**config.mk**
```make
export PLATFORM = sky130hd
export DESIGN_NAME = yt_system_nios_oci_dct_ctrl
export DESIGN_NICKNAME = d
export VERILOG_FILES = /design/src/rtl/yt_oci_dct_pkg.sv /design/src/rtl/yt_oci_dct_frame_slot.sv /design/src/rtl/yt_system_nios_oci_dct_ctrl.sv
export SDC_FILE = /design/constraint.sdc
export NUM_CORES = 1
export LEC_CHECK = 0
export CORE_MARGIN = 10
export CORE_UTILIZATION = 25
export DETAILED_ROUTE_END_ITERATION = 10
export PLACE_DENSITY = 0.51
export SETUP_SLACK_MARGIN = 0.2
export SLEW_MARGIN = 20
export SYNTH_ARGS = -nofsm -noshare
export SYNTH_HDL_FRONTEND = slang
export SYNTH_SLANG_ARGS = --single-unit
```
**constraint.sdc**
```tcl
create_clock -name clk -period 3.2 [get_ports clk]
set_clock_uncertainty 0.2 [all_clocks]
set_input_delay 0.96 -clock clk [delete_from_list [all_inputs] [get_ports clk]]
set_output_delay 0.96 -clock clk [all_outputs]
set_load 0.05 [all_outputs]
```
**src/rtl/yt_oci_dct_pkg.sv**
```systemverilog
// Shared types and constants for the OCI data-capture-trace (DCT) sequencer.
// Frame geometry, the sequencer state enum and the atom packing helper.
package yt_oci_dct_pkg;

   localparam int ATOM_W  = 2;
   localparam int ATOMS   = 15;
   localparam int CNT_W   = 4;
   localparam int FRAME_W = ATOM_W * ATOMS;

   localparam logic [CNT_W-1:0] FULL_CNT = CNT_W'(ATOMS);

   typedef enum logic [1:0] {
      FILL,
      STALL,
      DRAIN,
      ENDED
   } dct_state_e;

   // Place an atom in the slot just above the atoms already packed.
   function automatic logic [FRAME_W-1:0] pack_atom(
      input logic [FRAME_W-1:0] frame_v,
      input logic [CNT_W-1:0]   cnt_v,
      input logic [ATOM_W-1:0]  atom_v
   );
      logic [FRAME_W-1:0] ext;
      ext = FRAME_W'(atom_v);
      return frame_v | (ext << (cnt_v * ATOM_W));
   endfunction

endpackage

```
**src/rtl/yt_oci_dct_frame_slot.sv**
```systemverilog
// One-entry valid/ready holding register for finished DCT frames.
// Ports: clk/reset; load_i, data_i, count_i in; ready_i from consumer;
//        valid_o, data_o, count_o out.
module yt_oci_dct_frame_slot
   import yt_oci_dct_pkg::*;
(
   input  logic               clk,
   input  logic               reset,
   input  logic               load_i,
   input  logic [FRAME_W-1:0] data_i,
   input  logic [CNT_W-1:0]   count_i,
   input  logic               ready_i,
   output logic               valid_o,
   output logic [FRAME_W-1:0] data_o,
   output logic [CNT_W-1:0]   count_o
);

   logic               valid_q;
   logic [FRAME_W-1:0] data_q;
   logic [CNT_W-1:0]   count_q;

   // A load wins over a take, so a drain plus load in one cycle leaves no bubble.
   always_ff @(posedge clk or posedge reset) begin
      if (reset) begin
         valid_q <= 1'b0;
         data_q  <= '0;
         count_q <= '0;
      end else if (load_i) begin
         valid_q <= 1'b1;
         data_q  <= data_i;
         count_q <= count_i;
      end else if (ready_i) begin
         valid_q <= 1'b0;
      end
   end

   assign valid_o = valid_q;
   assign data_o  = data_q;
   assign count_o = count_q;

endmodule

```
**src/rtl/yt_system_nios_oci_dct_ctrl.sv**
```systemverilog
// DCT sequencer: packs 2-bit trace atoms into 30-bit frames, handles flush
// and end-of-test drain. Ports: clk, reset; atom_valid/atom_data/atom_ready;
// flush_req, test_ending; frame_valid/data/count, frame_ready;
// dct_buffer, dct_count; test_has_ended, late_atom.
module yt_system_nios_oci_dct_ctrl
   import yt_oci_dct_pkg::*;
(
   input  logic               clk,
   input  logic               reset,
   input  logic               atom_valid,
   input  logic [ATOM_W-1:0]  atom_data,
   output logic               atom_ready,
   input  logic               flush_req,
   input  logic               test_ending,
   output logic               frame_valid,
   output logic [FRAME_W-1:0] frame_data,
   output logic [CNT_W-1:0]   frame_count,
   input  logic               frame_ready,
   output logic [FRAME_W-1:0] dct_buffer,
   output logic [CNT_W-1:0]   dct_count,
   output logic               test_has_ended,
   output logic               late_atom
);

   dct_state_e         state_q, state_d;
   logic [FRAME_W-1:0] buf_q, buf_d, pk_buf;
   logic [CNT_W-1:0]   cnt_q, cnt_d, pk_cnt;
   logic               end_q, end_d;
   logic               late_q, late_d;
   logic               ended_q;
   logic               rdy_q;
   logic               accept;
   logic               slot_free;
   logic               load;
   logic               trigger;

   assign slot_free = !frame_valid | frame_ready;
   assign accept    = atom_valid & rdy_q;

   always_comb begin
      pk_buf  = accept ? pack_atom(buf_q, cnt_q, atom_data) : buf_q;
      pk_cnt  = cnt_q + CNT_W'(accept);
      trigger = (pk_cnt == FULL_CNT) | (flush_req & (pk_cnt != '0));
      state_d = state_q;
      buf_d   = pk_buf;
      cnt_d   = pk_cnt;
      end_d   = end_q;
      late_d  = late_q;
      load    = 1'b0;
      unique case (state_q)
         FILL: begin
            if (trigger && slot_free) begin
               load    = 1'b1;
               buf_d   = '0;
               cnt_d   = '0;
               state_d = test_ending ? DRAIN : FILL;
            end else if (trigger) begin
               state_d = STALL;
               end_d   = test_ending;
            end else if (test_ending) begin
               state_d = DRAIN;
            end
         end
         STALL: begin
            end_d = end_q | test_ending;
            if (slot_free) begin
               load    = 1'b1;
               buf_d   = '0;
               cnt_d   = '0;
               state_d = end_d ? DRAIN : FILL;
            end
         end
         DRAIN: begin
            if (cnt_q != '0) begin
               if (slot_free) begin
                  load  = 1'b1;
                  buf_d = '0;
                  cnt_d = '0;
               end
            end else if (!frame_valid) begin
               state_d = ENDED;
            end
         end
         ENDED: begin
            late_d = late_q | atom_valid;
         end
         default: state_d = FILL;
      endcase
   end

   // atom_ready is registered from the next state so it reads 0 in reset.
   always_ff @(posedge clk or posedge reset) begin
      if (reset) begin
         state_q <= FILL;
         buf_q   <= '0;
         cnt_q   <= '0;
         end_q   <= 1'b0;
         late_q  <= 1'b0;
         ended_q <= 1'b0;
         rdy_q   <= 1'b0;
      end else begin
         state_q <= state_d;
         buf_q   <= buf_d;
         cnt_q   <= cnt_d;
         end_q   <= end_d;
         late_q  <= late_d;
         ended_q <= (state_d == ENDED);
         rdy_q   <= (state_d == FILL);
      end
   end

   yt_oci_dct_frame_slot u_slot (
      .clk     (clk),
      .reset   (reset),
      .load_i  (load),
      .data_i  (pk_buf),
      .count_i (pk_cnt),
      .ready_i (frame_ready),
      .valid_o (frame_valid),
      .data_o  (frame_data),
      .count_o (frame_count)
   );

   assign atom_ready     = rdy_q;
   assign dct_buffer     = buf_q;
   assign dct_count      = cnt_q;
   assign test_has_ended = ended_q;
   assign late_atom      = late_q;

endmodule
```
==> flow_summary_export.csv, run 1 <==
group,metric,value,unit
power_and_ir_drop,p_per_area,471,mW/mm^2
final_layout,diodes,0,
route,drc_errors,0,
synthesis,synth.most_common_cell,"dfrtp_1",
timing,timing.final.crit_share,0.909,
synthesis,syn_area_per_cell,11.6,um^2
route,dr.pass1.iters,4,
synthesis,synth_warnings,0,
route,routed_wl,9020,um
critical_path,rr_startpoint,"dct_count[0]$_DFF_PP0_",
synthesis,synth_commonest_cells,"75 x dfrtp_1, 35 x nor2_1, 28 x inv_1",
power_and_ir_drop,total_power,2.24,mW
timing,rsz0062_at_grt,"no",
final_layout,filler_cell_count,1167,
synthesis,synth_edf_count,0,
critical_path,cp-start-kind,"register",
critical_path,cp_top_family,"buffers and inverters",
cts,clock-sinks,75,
timing,fin_crit,2910,ps
synthesis,synth_ff_type,"dfrtp_1",
cts,insertion_delay,330,ps
timing,setup_viol,0,
synthesis,yosysUniqueCellTypes,31,
placement,port_buffers,79,
route,drt_iter0_markers,88,
timing,fmax,344,MHz
timing,slew_headroom,0.427,
placement,placed_area,0.00417,mm^2
critical_path,rrSetupSlack,640,ps
placement,dp_hpwl,5990,um
floorplanning,coreArea,0.0120,mm^2
worst_hold_path,whs_path_depth,1,
critical_path,cpPeakStageDelay,890,ps
critical_path,cp.required,2040,ps
final_layout,post_route_cells_drive_above_1_share,0.185,
floorplanning,die_w,130,um
cts,cts_tree,"yes",
power_and_ir_drop,p_leak,2.22,nW
final_layout,postLayoutCellArea,0.00474,mm^2
timing,hold_viol,0,
global_route,antenna_found_initial,0,
critical_path,path_class,"register to output port",
job,maxCapViolations,0,
critical_path,r2r-end,"u_slot.count_o[1]$_DFFE_PP0P_",
route,vias,2271,
global_route,grt_pass1_vias,2488,
synthesis,seq_area_frac_synth,0.619,
synthesis,ys_ff_latch,75,
worst_hold_path,hp-start,"late_atom$_DFFE_PP0N_",
critical_path,worstPathArrival,1750,ps
route,top_layer,"met4",
critical_path,cp_cell_sequence,"clkdlybuf4s50_1",
route,routedWlPerCell,17.2,um
critical_path,r2r_cells,9,
status,status,"completed",
global_route,grt_usage,0.108,
critical_path,crit_buf_inv,1,
synthesis,synth_cells,262,
cts,hold_buffers,0,
cts,clk_path_buf_depth,2,
critical_path,critical-path-slowest-cell,"clkdlybuf4s50_1",
synthesis,synth_nets,272,
cts,htreeDepth,3,
critical_path,worst-path-max-fanout,8,
synthesis,synth_top_area_share,0.619,
final_layout,fin_nets,384,
timing,tightest_slew,858,ps
global_route,grt-ovfl-total,0,
global_route,grt_pass1_wl,13800,um
floorplanning,die_area,0.0169,mm^2
cts,path_clk_slew,60,ps
synthesis,synth_area,0.00303,mm^2
worst_hold_path,holdPathEnd,"late_atom$_DFFE_PP0N_",
critical_path,endpoint_kind,"output port",
route,ant_nets,0,
global_route,grt_start_max_net_pins,76,
floorplanning,die_h,130,um
route,wl_met1,3940,um
worst_hold_path,hold_path_class,"register to register",
floorplanning,start_util,0.254,
route,viasPerCell,4.33,
final_layout,area.growth.synth_to_final,56.4,%
route,route.met3.wl,748,um
synthesis,ys_async_sr_fraction,1.00,
power_and_ir_drop,peakVddDrop,296,uV
synthesis,yosys.area.top_type,"dfrtp_1",
synthesis,synth.area.top_cells,"dfrtp_1 62%, mux2i_1 7.9%, nor2_1 4.3%",
cts,root_buffer,"clkbuf_16",
cts,cts_made_buffers,9,
floorplanning,io_pins,80,
timing,maxSlewViolCount,0,
placement,place_congestion,0.745,
route,wl_met2,4280,um
floorplanning,rows,40,
## how the worst max path moves through the flow
stage,startpoint,end,cells after the start
finish,dct_count[1]$_DFF_PP0_,dct_count[1],1
global route,dct_count[1]$_DFF_PP0_,dct_count[1],1
CTS,atom_valid,u_slot.data_o[7]$_DFFE_PP0P_,12
detailed placement,atom_valid,u_slot.data_o[7]$_DFFE_PP0P_,11
global placement,atom_valid,u_slot.data_o[5]$_DFFE_PP0P_,10
floorplan,atom_valid,u_slot.count_o[0]$_DFFE_PP0P_,9
## stage by stage
stage                     setup TNS [ps]  instances  hold slack [ps]   util  setup slack (ps)
after floorplan                        0        262              268      -               203
after global placement            -13170        496              256  0.348              -283
after detailed placement          -18800        496              260  0.348              -390
after CTS                              0        523              278  0.393               206
after global routing                   0        525              317  0.397               240
final                                  0        525              276  0.397               291
## cells in the final DEF (no fill, tap or decap), types with 2 or more instances in the layout
master,synthesis,final
nor2_1,35,35
nor2b_1,11,11
buf_16,0,2
o21ai_0,2,2
clkbuf_1,1,2
nand2_1,4,4
clkdlybuf4s50_1,0,78
a21o_1,8,8
nor3_1,3,3
mux2_2,10,10
bufbuf_16,0,2
dfrtp_1,75,75
buf_4,7,21
a31oi_4,1,2
clkbuf_8,0,2
nor4_1,3,3
nand2b_1,4,4
ha_4,0,2
a21oi_1,26,26
inv_1,28,27
clkbuf_16,0,9
mux2i_1,24,23
buf_12,0,8
## per-layer routing
metal	vias up	GRT usage
li1	1079	-
met1	1122	0.130
met2	64	0.172
met3	6	0.0450
met4	0	0.0298
met5	-	0
## final cells by class
class | count | area [um^2] | share of cell area
repair buffers | 113 | 1230 | 0.260
clock inverters | 2 | 35.0 | 0.00738
flip-flops and latches | 75 | 1880 | 0.396
clock buffers | 13 | 260 | 0.0549
multi-input cells | 147 | 1040 | 0.220
inverters | 28 | 109 | 0.0229
well taps | 147 | 184 | 0.0388
## state kept, by name, summed over array words and instances, names as in the netlist, 2 cells and up
| name | flops |
|---|---|
| dct_buffer | 30 |
| u_slot.data_o | 30 |
| dct_count | 4 |
| u_slot.count_o | 4 |
| state_q | 2 |
## where the power goes
group	internal [mW]	switching [mW]	total (mW)
sequential	0.975	0.0165	0.991
combinational	0.0739	0.151	0.225
clock	0.642	0.378	1.02
## what timing repair did
item / CTS / global route
pin swaps: 3 / 3
cloned: 4 / 0
setup buffers: 8 / 2
gates resized for setup: 10 / 7
setup endpoints to repair: 62 / 49
## logic make-up after synthesis
logic type / share of synthesized area
xor+xnor: 0.00825
simple gates: 0.105
compound gates: 0.0854
mux: 0.116
fa+ha+maj: 0.00825
flops: 0.619
buf+inv: 0.0586
No activity file was read; power rests on OpenSTA's default activity.
==> inputs of run 2 (changes only) <==
--- a/config.mk
+++ b/config.mk
@@ -5,10 +5,11 @@
 export SDC_FILE = /design/constraint.sdc
 export NUM_CORES = 1
 export LEC_CHECK = 0
+export ABC_AREA = 1
 export CORE_MARGIN = 10
 export CORE_UTILIZATION = 25
 export DETAILED_ROUTE_END_ITERATION = 10
-export PLACE_DENSITY = 0.51
+export PLACE_DENSITY = 0.48
 export SETUP_SLACK_MARGIN = 0.2
 export SLEW_MARGIN = 20
 export SYNTH_ARGS = -nofsm -noshare
==> run 2 against run 1 <==
Effect of this change:
- combinational power grew to 5.5 times the previous value
- sequential cell count stayed put
- hold slack worse by 3.4 ps
- first-iteration DRC count is 130% higher
- largest cell class unchanged
- sequential share of layout area is 1.6 points lower
- register-to-register slack better by 400 ps
- critical endpoint is now dct_count[3]$_DFF_PP0_
- count of clock-buffer cells in the layout is 3 lower
==> flow_summary_export.csv, run 2 <==
group,metric,value,unit
synthesis,synth_warnings,0,
timing,maxSlewViolCount,0,
placement,place_congestion,0.776,
final_layout,final_common_cell,"nand2_1",
synthesis,yosysUniqueCellTypes,27,
final_layout,final_cell_mix,"92 x nand2_1, 78 x clkdlybuf4s50_1, 75 x dfrtp_1",
synthesis,synth.most_common_cell,"nand2_1",
synthesis,synth_cells,386,
power_and_ir_drop,switching_share,0.367,
floorplanning,io_pins,80,
power_and_ir_drop,combPwrFrac,0.350,
floorplanning,coreArea,0.0134,mm^2
timing,fin_crit,2850,ps
global_route,grt_start_max_net_pins,48,
final_layout,postLayoutCellArea,0.00495,mm^2
critical_path,endpoint_kind,"register",
floorplanning,start_util,0.257,
critical_path,rrSetupSlack,1040,ps
cts,cts_made_buffers,9,
synthesis,synth_commonest_cells,"92 x nand2_1, 75 x dfrtp_1, 51 x inv_1",
floorplanning,die_area,0.0189,mm^2
route,drc_errors,0,
cts,htreeDepth,3,
power_and_ir_drop,seqPwrFrac,0.323,
critical_path,rr_startpoint,"atom_ready$_DFF_PP0_",
cts,insertion_delay,330,ps
final_layout,area.growth.synth_to_final,43.4,%
placement,port_buffers,79,
job,maxCapViolations,0,
synthesis,yosys.area.top_type,"dfrtp_1",
synthesis,ys_async_sr_fraction,1.00,
route,ant_nets,0,
global_route,grt_pass1_vias,2822,
power_and_ir_drop,peakVddDrop,275,uV
timing,tightest_slew,613,ps
global_route,antenna_found_initial,0,
synthesis,ys_ff_latch,75,
timing,setup_viol,0,
route,drt_iter0_markers,200,
route,routedWlPerCell,15.7,um
worst_hold_path,hp-start,"late_atom$_DFFE_PP0N_",
cts,cts_tree,"yes",
cts,cts_setup_buffers,0,
worst_hold_path,hold_path_class,"register to register",
power_and_ir_drop,p_per_area,715,mW/mm^2
final_layout,diodes,0,
cts,cts_resized,0,
critical_path,worstPathArrival,2860,ps
worst_hold_path,whs_path_depth,1,
timing,whs,272,ps
final_layout,fin_nets,489,
synthesis,synth_edf_count,0,
placement,placed_area,0.00449,mm^2
power_and_ir_drop,p_leak,2.45,nW
timing,timing.final.crit_share,0.889,
critical_path,worst-path-max-fanout,15,
cts,hold_buffers,0,
timing,rsz0062_at_grt,"no",
global_route,grt_usage,0.109,
power_and_ir_drop,p_int,2.24,mW
placement,dpl.cell_count,640,
timing,fmax,351,MHz
timing,hold_viol,0,
power_and_ir_drop,switchingPower,1.30,mW
synthesis,seq_area_frac_synth,0.544,
power_and_ir_drop,clkPwrFrac,0.328,
cts,path_clk_slew,60,ps
timing,tns,0,ps
critical_path,r2r-end,"dct_count[3]$_DFF_PP0_",
placement,dp_slack,-103,ps
route,viasPerCell,4.25,
synthesis,syn_area_per_cell,8.94,um^2
timing,setup_ws,354,ps
floorplanning,rows,42,
timing,slew_headroom,0.590,
worst_hold_path,holdPathEnd,"late_atom$_DFFE_PP0N_",
route,dr.pass1.iters,4,
floorplanning,die_w,137,um
synthesis,synth_ff_type,"dfrtp_1",
critical_path,cp-start-kind,"input pin",
synthesis,synth_top_area_share,0.544,
cts,clock-sinks,75,
critical_path,r2r_cells,14,
final_layout,final_cells,660,
critical_path,path_class,"input pin to register",
final_layout,post_route_cells_drive_above_1_share,0.155,
critical_path,cp.required,3220,ps
route,routed_wl,10400,um
route,vias,2804,
global_route,grt_pass1_wl,15700,um
synthesis,synth.area.top_cells,"dfrtp_1 54%, nand2_1 10%, nand3_1 6.4%",
global_route,grt-ovfl-total,0,
cts,clk_path_buf_depth,2,
cts,root_buffer,"clkbuf_16",
synthesis,synth_area,0.00345,mm^2
placement,dp_hpwl,7490,um
floorplanning,die_h,137,um
synthesis,synth_nets,396,
status,status,"completed",
run 2: cell types whose count changed after synthesis, sizes merged, moves of 4 or more:
cell / delta
a21oi: -8
nor2: +11
buf: +7
inv: +26
nand3: +44
nand2b: -4
mux2: -10
o21bai: +8
mux2i: -24
a21o: -8
nand2: +94
nor2b: -11
run 2: how the worst max path moves through the flow:
stage | slack, ps | cells after the start | start | end
6_report | 350 | 15 | atom_valid | dct_count[3]$_DFF_PP0_
5_1_grt | 200 | 16 | atom_valid | u_slot.data_o[5]$_DFFE_PP0P_
4_1_cts | 230 | 1 | dct_count[1]$_DFF_PP0_ | dct_count[1]
3_5_place_dp | -100 | 16 | atom_valid | u_slot.data_o[5]$_DFFE_PP0P_
3_3_place_gp | -60 | 16 | atom_valid | u_slot.data_o[1]$_DFFE_PP0P_
2_1_floorplan | 400 | 15 | atom_valid | dct_buffer[16]$_DFF_PP0_
run 2: routing by layer:
| metal | GRT usage | routed length (um) | up-vias |
|---|---|---|---|
| met4 | 0.0422 | 113 | 0 |
| li1 | - | - | 1398 |
| met3 | 0.0441 | 942 | 7 |
| met1 | 0.142 | 4680 | 1324 |
| met5 | 0 | 0 | - |
| met2 | 0.158 | 4650 | 75 |
run 2: power groups by stage:
stage / Combinational (mW) / Sequential, mW / Clock [mW]
6_report: 1.24 / 1.14 / 1.16
5_1_grt: 1.33 / 1.16 / 1.23
4_1_cts: 1.13 / 1.14 / 1.20
3_5_place_dp: 1.12 / 1.16 / 0
3_3_place_gp: 1.12 / 1.16 / 0
2_1_floorplan: 0.528 / 1.47 / 0
run 2: worst max-delay path: stages:
cell	delay, ps
clkdlybuf4s50_1	420
nand2_1	90
inv_1	50
ha_2	190
ha_4	270
nand2_1	50
inv_1	50
nand3_1	60
nand2_1	70
nand2_2	70
nand2_4	70
nand3_4	100
nand2_8	140
clkbuf_16	210
a21oi_1	60
run 2: through the flow:
stage	util	total power [mW]
final	0.369	3.54
after global routing	0.369	3.72
after CTS	0.360	3.47
after detailed placement	0.335	2.28
after global placement	0.335	2.28
after floorplan	-	2.00
run 2: final cells by class:
type,count,area (um^2)
fill,1357,8450
sequential,75,1880
multi-input combinational,238,1240
timing repair buffer,100,1060
clock buffer,10,229
tap,176,220
inverter,55,210
clock inverter,6,113
run 2: logic make-up (layout without fill, tap and decap cells):
kind of cell	count (synthesis)	count (layout)	synth area share
buf+inv	73	171	0.104
compound gates	35	35	0.0609
flops	75	75	0.544
fa+ha+maj	2	2	0.00725
simple gates	201	201	0.283
==> inputs of run 3 (changes only) <==
--- a/config.mk
+++ b/config.mk
@@ -5,12 +5,12 @@
 export SDC_FILE = /design/constraint.sdc
 export NUM_CORES = 1
 export LEC_CHECK = 0
-export ABC_AREA = 1
 export CORE_MARGIN = 10
 export CORE_UTILIZATION = 25
 export DETAILED_ROUTE_END_ITERATION = 10
-export PLACE_DENSITY = 0.48
+export PLACE_DENSITY = 0.49
 export SETUP_SLACK_MARGIN = 0.2
+export SKIP_LAST_GASP = 1
 export SLEW_MARGIN = 20
 export SYNTH_ARGS = -nofsm -noshare
 export SYNTH_HDL_FRONTEND = slang
==> constraint.sdc (replaced) <==
create_clock -name clk -period 3.1 [get_ports clk]
set_clock_uncertainty 0.2 [all_clocks]
set_input_delay 0.93 -clock clk [delete_from_list [all_inputs] [get_ports clk]]
set_output_delay 0.93 -clock clk [all_outputs]
set_load 0.05 [all_outputs]
==> run 3 against run 2 <==
Effect of this change:
- worst setup slack got worse by 150 ps
- hold slack barely moved
- via count fell by 20%
- die area fell by 10%
- register-to-register slack got worse by 560 ps
- sequential cell count did not move
- highest routed layer unchanged
- combinational power fell by 81%
- global-route usage barely moved
- final area fell by 2.3%
- sequential share of layout area rose by 0.87 points
- clock power barely moved
- non-clock buffer count rose by 13
==> flow_summary_export.csv, run 3 (synthesized netlist as in run 1, its figures left out) <==
group,metric,value,unit
status,status,"completed",
floorplanning,die_w,130,um
critical_path,path_common_cell,"buf_12",
global_route,antenna_found_initial,0,
global_route,grt_usage,0.109,
cts,cts_made_buffers,9,
final_layout,postLayoutCellArea,0.00484,mm^2
placement,placed_area,0.00416,mm^2
floorplanning,io_pins,80,
worst_hold_path,whs_path_depth,1,
worst_hold_path,holdPathEnd,"late_atom$_DFFE_PP0N_",
timing,rsz0062_at_grt,"yes",
power_and_ir_drop,p_leak,2.25,nW
critical_path,worst-path-max-fanout,8,
global_route,grt_start_max_net_pins,76,
timing,maxSlewViolCount,0,
timing,slew_headroom,0.639,
placement,place_congestion,0.746,
timing,tns,0,ps
floorplanning,die_h,130,um
critical_path,path_class,"input pin to register",
timing,fmax,345,MHz
critical_path,r2r-end,"dct_buffer[14]$_DFF_PP0_",
critical_path,r2r_cells,13,
placement,port_buffers,79,
worst_hold_path,hold_path_class,"register to register",
placement,dp_hpwl,6030,um
floorplanning,rows,40,
power_and_ir_drop,total_power,2.42,mW
critical_path,crit_buf_inv,6,
final_layout,diodes,0,
critical_path,rr_startpoint,"atom_ready$_DFF_PP0_",
floorplanning,start_util,0.254,
timing,setup_viol,0,
cts,root_buffer,"clkbuf_16",
cts,clk_path_buf_depth,2,
critical_path,rrSetupSlack,480,ps
route,dr.pass1.iters,4,
critical_path,cp_cell_sequence,"buf_6 -> and2_4 -> ha_4 -> ha_4 -> xor2_4 -> o31a_1 -> nor2_4 -> a31oi_4 -> buf_6 -> buf_12 -> buf_12 -> buf_12 -> buf_16 -> nor2_1",
global_route,grt_pass1_vias,2470,
floorplanning,coreArea,0.0120,mm^2
critical_path,worstPathArrival,2960,ps
critical_path,endpoint_kind,"register",
timing,timing.final.crit_share,0.934,
floorplanning,die_area,0.0169,mm^2
power_and_ir_drop,p_per_area,500,mW/mm^2
route,vias,2254,
job,maxCapViolations,0,
critical_path,critical-path-slowest-cell,"o31a_1",
cts,insertion_delay,340,ps
final_layout,final_cell_mix,"75 x dfrtp_1, 75 x clkdlybuf4s50_1, 30 x nor2_1",
critical_path,cpPeakStageDelay,320,ps
route,drt_iter0_markers,98,
final_layout,fin_nets,384,
cts,path_clk_slew,60,ps
worst_hold_path,hp-start,"late_atom$_DFFE_PP0N_",
critical_path,cp-start-kind,"input pin",
critical_path,cp.required,3170,ps
final_layout,post_route_cells_drive_above_1_share,0.211,
cts,clock-sinks,75,
route,routedWlPerCell,16.9,um
critical_path,cp_top_family,"buffers and inverters",
global_route,grt-ovfl-total,0,
global_route,grt_pass1_wl,14100,um
route,ant_nets,0,
cts,htreeDepth,3,
route,viasPerCell,4.29,
timing,hold_viol,0,
route,drc_errors,0,
timing,fin_crit,2900,ps
cts,cts_tree,"yes",
timing,tightest_slew,539,ps
route,routed_wl,8870,um
power_and_ir_drop,peakVddDrop,208,uV
cts,hold_buffers,0,
final_layout,area.growth.synth_to_final,59.4,%
-- run 3: worst max path at each step --
stage | depth (start not counted) | end | start | slack, ps
final | 14 | dct_buffer[14]$_DFF_PP0_ | atom_valid | 200
after global routing | 14 | dct_buffer[1]$_DFF_PP0_ | atom_valid | 150
after CTS | 12 | u_slot.count_o[0]$_DFFE_PP0P_ | atom_valid | 220
after detailed placement | 11 | u_slot.data_o[19]$_DFFE_PP0P_ | atom_valid | -470
after global placement | 10 | u_slot.data_o[3]$_DFFE_PP0P_ | atom_valid | -400
after floorplan | 9 | u_slot.count_o[0]$_DFFE_PP0P_ | atom_valid | 180
-- run 3: final cells by class --
| cell class | count | area [um^2] |
|---|---|---|
| Sequential cell | 75 | 1880 |
| Timing Repair Buffer | 113 | 1220 |
| Clock buffer | 10 | 239 |
| Clock inverter | 6 | 96.3 |
| Tap cell | 147 | 184 |
| Fill cell | 1161 | 7130 |
| Inverter | 28 | 109 |
| Multi-Input combinational cell | 147 | 1110 |
-- run 3: routing by layer --
| layer | share of wire | global-route usage |
|---|---|---|
| met2 | 0.47 | 0.168 |
| met3 | 0.072 | 0.0410 |
| met4 | 0.014 | 0.0397 |
| met1 | 0.44 | 0.137 |
| met5 | 0 | 0 |
-- run 3: metrics by stage --
step / cells / utilization / hold WS, ps / setup slack (ps)
after floorplan: 262 / - / 268 / 177
after global placement: 495 / 0.348 / 254 / -404
after detailed placement: 495 / 0.348 / 258 / -471
after CTS: 526 / 0.398 / 273 / 219
after global routing: 526 / 0.404 / 278 / 152
final: 526 / 0.404 / 272 / 205
-- run 3: worst register-to-register path: stages, from the launching register on --
cell,delay (ps)
dfrtp_1,380
and2_4,170
ha_4,160
ha_4,160
xor2_4,160
o31a_1,320
nor2_4,150
a31oi_4,110
buf_6,130
buf_12,120
buf_12,130
buf_12,120
buf_16,140
nor2_1,100
-- run 3: where the power goes --
part | total (mW) | internal, mW | switching, mW
logic | 0.231 | 0.0766 | 0.154
clock network | 1.17 | 0.737 | 0.431
registers | 1.02 | 1.01 | 0.0163
-- run 3: what timing repair did --
item                       in CTS  in global routing
buffers inserted               12                  0
setup endpoints to repair      71                 45
gates resized for setup        26                 19
pin swaps                       3                  6
gates cloned                    3                  0
==> RTL change: new RTL, settings of run 3 <==
Encoding of `dct_state_e`: now one-hot (4 bits for 4 states).
--- a/src/rtl/yt_oci_dct_pkg.sv
+++ b/src/rtl/yt_oci_dct_pkg.sv
@@ -10,9 +10,9 @@
    localparam logic [CNT_W-1:0] FULL_CNT = CNT_W'(ATOMS);
 
-   typedef enum logic [1:0] {
-      FILL,
-      STALL,
-      DRAIN,
-      ENDED
+   typedef enum logic [3:0] {
+      FILL  = 4'b0001,
+      STALL = 4'b0010,
+      DRAIN = 4'b0100,
+      ENDED = 4'b1000
    } dct_state_e;
 
Behaviour: no difference found for any inputs over 4 cycles, from zero or initial values and one cycle with reset high; so few cycles prove little.
==> RTL change against run 3 <==
  * Sequential cell count up 2
  * Setup slack better by 0.050 ns
  * Routed wire length up 14%
  * Final cell count up 8.2%
  * Die area up 2.2%
  * Critical endpoint is now u_slot.count_o[2]
  * Synthesized area up 2.6%
  * Synthesized cell count up 13%
  * Final area down 1.6%
  * Largest cell class unchanged
Power is left out: the tool's default activity adds up to more than one toggle a clock period on the data nets, which glitch-free logic cannot reach.
==> RTL change: results <==
export IMPL_status="finished, final reports clean"
export IMPL_diodes=0
export IMPL_antenna_found_initial=0
export IMPL_grt_pass1_vias=2842
export IMPL_min_path_type="flip-flop to flip-flop"
export IMPL_async_flop_share_pct=100
export IMPL_place_congestion=0.765
export IMPL_drtPass1Iterations=4
export IMPL_htree_levels=3
export IMPL_drive_above_1_share_pct=16.0
export IMPL_clockBufferDepth=2
export IMPL_cp_max_fo=3
export IMPL_drt_iter0_markers=164
export IMPL_synthMuxAreaShare_pct=1.33
export IMPL_cts_root_buf="clkbuf_16"
export IMPL_syn_nets=307
export IMPL_ys_warn_count=0
export IMPL_synth_area_top_cells="dfrtp_1 61%, a21oi_1 15%, nor2_1 5.3%"
export IMPL_wl_per_cell_um=17.7
export IMPL_synth_distinct_cells=34
export IMPL_dpl_hpwl_um=6880
export IMPL_grt_start_max_net_pins=78
export IMPL_dpl_cell_area_sq_um=4270
export IMPL_clk_latency_ns=0.33
export IMPL_worst_pin_slew_ns=0.552
export IMPL_fill_cells=1229
export IMPL_grt_pass1_wl_um=16200
export IMPL_ys_flop_type="dfrtp_1"
export IMPL_vias_per_cell=4.60
export IMPL_track_usage_pct=11.7
export IMPL_clk_pin_slew_ns=0.06
export IMPL_synth_compound_area_share_pct=19.8
export IMPL_pre_cts_ws_ns=-0.286
export IMPL_yosysSeqAreaShare_pct=62.0
export IMPL_synth_commonest_cells="95 x a21oi_1, 76 x dfrtp_1, 44 x nor2_1"
export IMPL_cts_buffers=9
export IMPL_synthXorXnorAreaFrac_pct=0.563
export IMPL_fin_nets=408
export IMPL_io_buffers=79
export IMPL_synth_fa_ha_area_share_pct=0.804
==> RTL change: cell count changes after synthesis, sizes merged, moves of 6 or more <==
cell,change
mux2i,-24
clkbuf,+8
a21oi,+69
nor2b,-6
mux2,-7
inv,-26
nor2,+8
a21o,-8
==> RTL change: worst paths after layout <==
path | start | to | slack [ns] | cells past startpoint
max in group asynchronous | reset | state_q[3] | 1.50 | 3
worst max register to register | dct_count[1] | u_slot.count_o[2] | 0.63 | 6
worst min register to register | late_atom | late_atom | 0.28 | 1
min in group asynchronous | reset | dct_buffer[2] | 0.85 | 3
worst max-delay path | atom_valid | u_slot.count_o[2] | 0.25 | 10
worst min-delay path | late_atom | late_atom | 0.28 | 1
==> RTL change: critical path: stages <==
cell and delay (ns):
dlygate4sd2_1 0.25, and2_4 0.16, ha_4 0.16, ha_4 0.17
xor2_4 0.21, a31oi_4 0.13, o211ai_2 0.21, and2_4 0.22
buf_12 0.12, mux2_4 0.29
==> RTL change: final cells by class <==
class | instances | share of cell area [%]
clock inverters | 4 | 2.08
inverters | 2 | 0.237
repair buffers | 109 | 23.4
clock buffers | 10 | 4.81
flip-flops and latches | 77 | 40.5
well taps | 168 | 4.42
multi-input cells | 199 | 24.5
==> RTL change: cells by family after synthesis <==
group	count (synthesis)
flip-flops	77
AND/OR/NAND/NOR	79
XOR/XNOR	2
AO/OA/AOI/OAI	113
adder cells (fa/ha/maj)	2
buffers and inverters	21
multiplexers	3
==> RTL change: through the flow <==
step                utilization (%)  setup TNS, ns  std cells
floorplan                         -              0        297
global placement               35.3          -7.31        547
detailed placement             35.3         -13.16        547
CTS                            39.1              0        567
global route                   39.3              0        569
finish                         39.3              0        569
==> RTL change: metal layers <==
layer / global-route usage [%] / vias to the layer above / wire, um
li1: - / 1237 / -
met1: 15.2 / 1298 / 4770
met2: 18.0 / 73 / 4640
met3: 4.08 / 10 / 594
met4: 2.97 / 0 / 102
met5: 0 / - / 0
==> RTL change: timing repair <==
action                                  CTS  global route
pin swaps                                 4             5
gates cloned                              1             0
endpoints found under the setup margin   72            51
buffers inserted                          5             2
resized for setup                         8             7
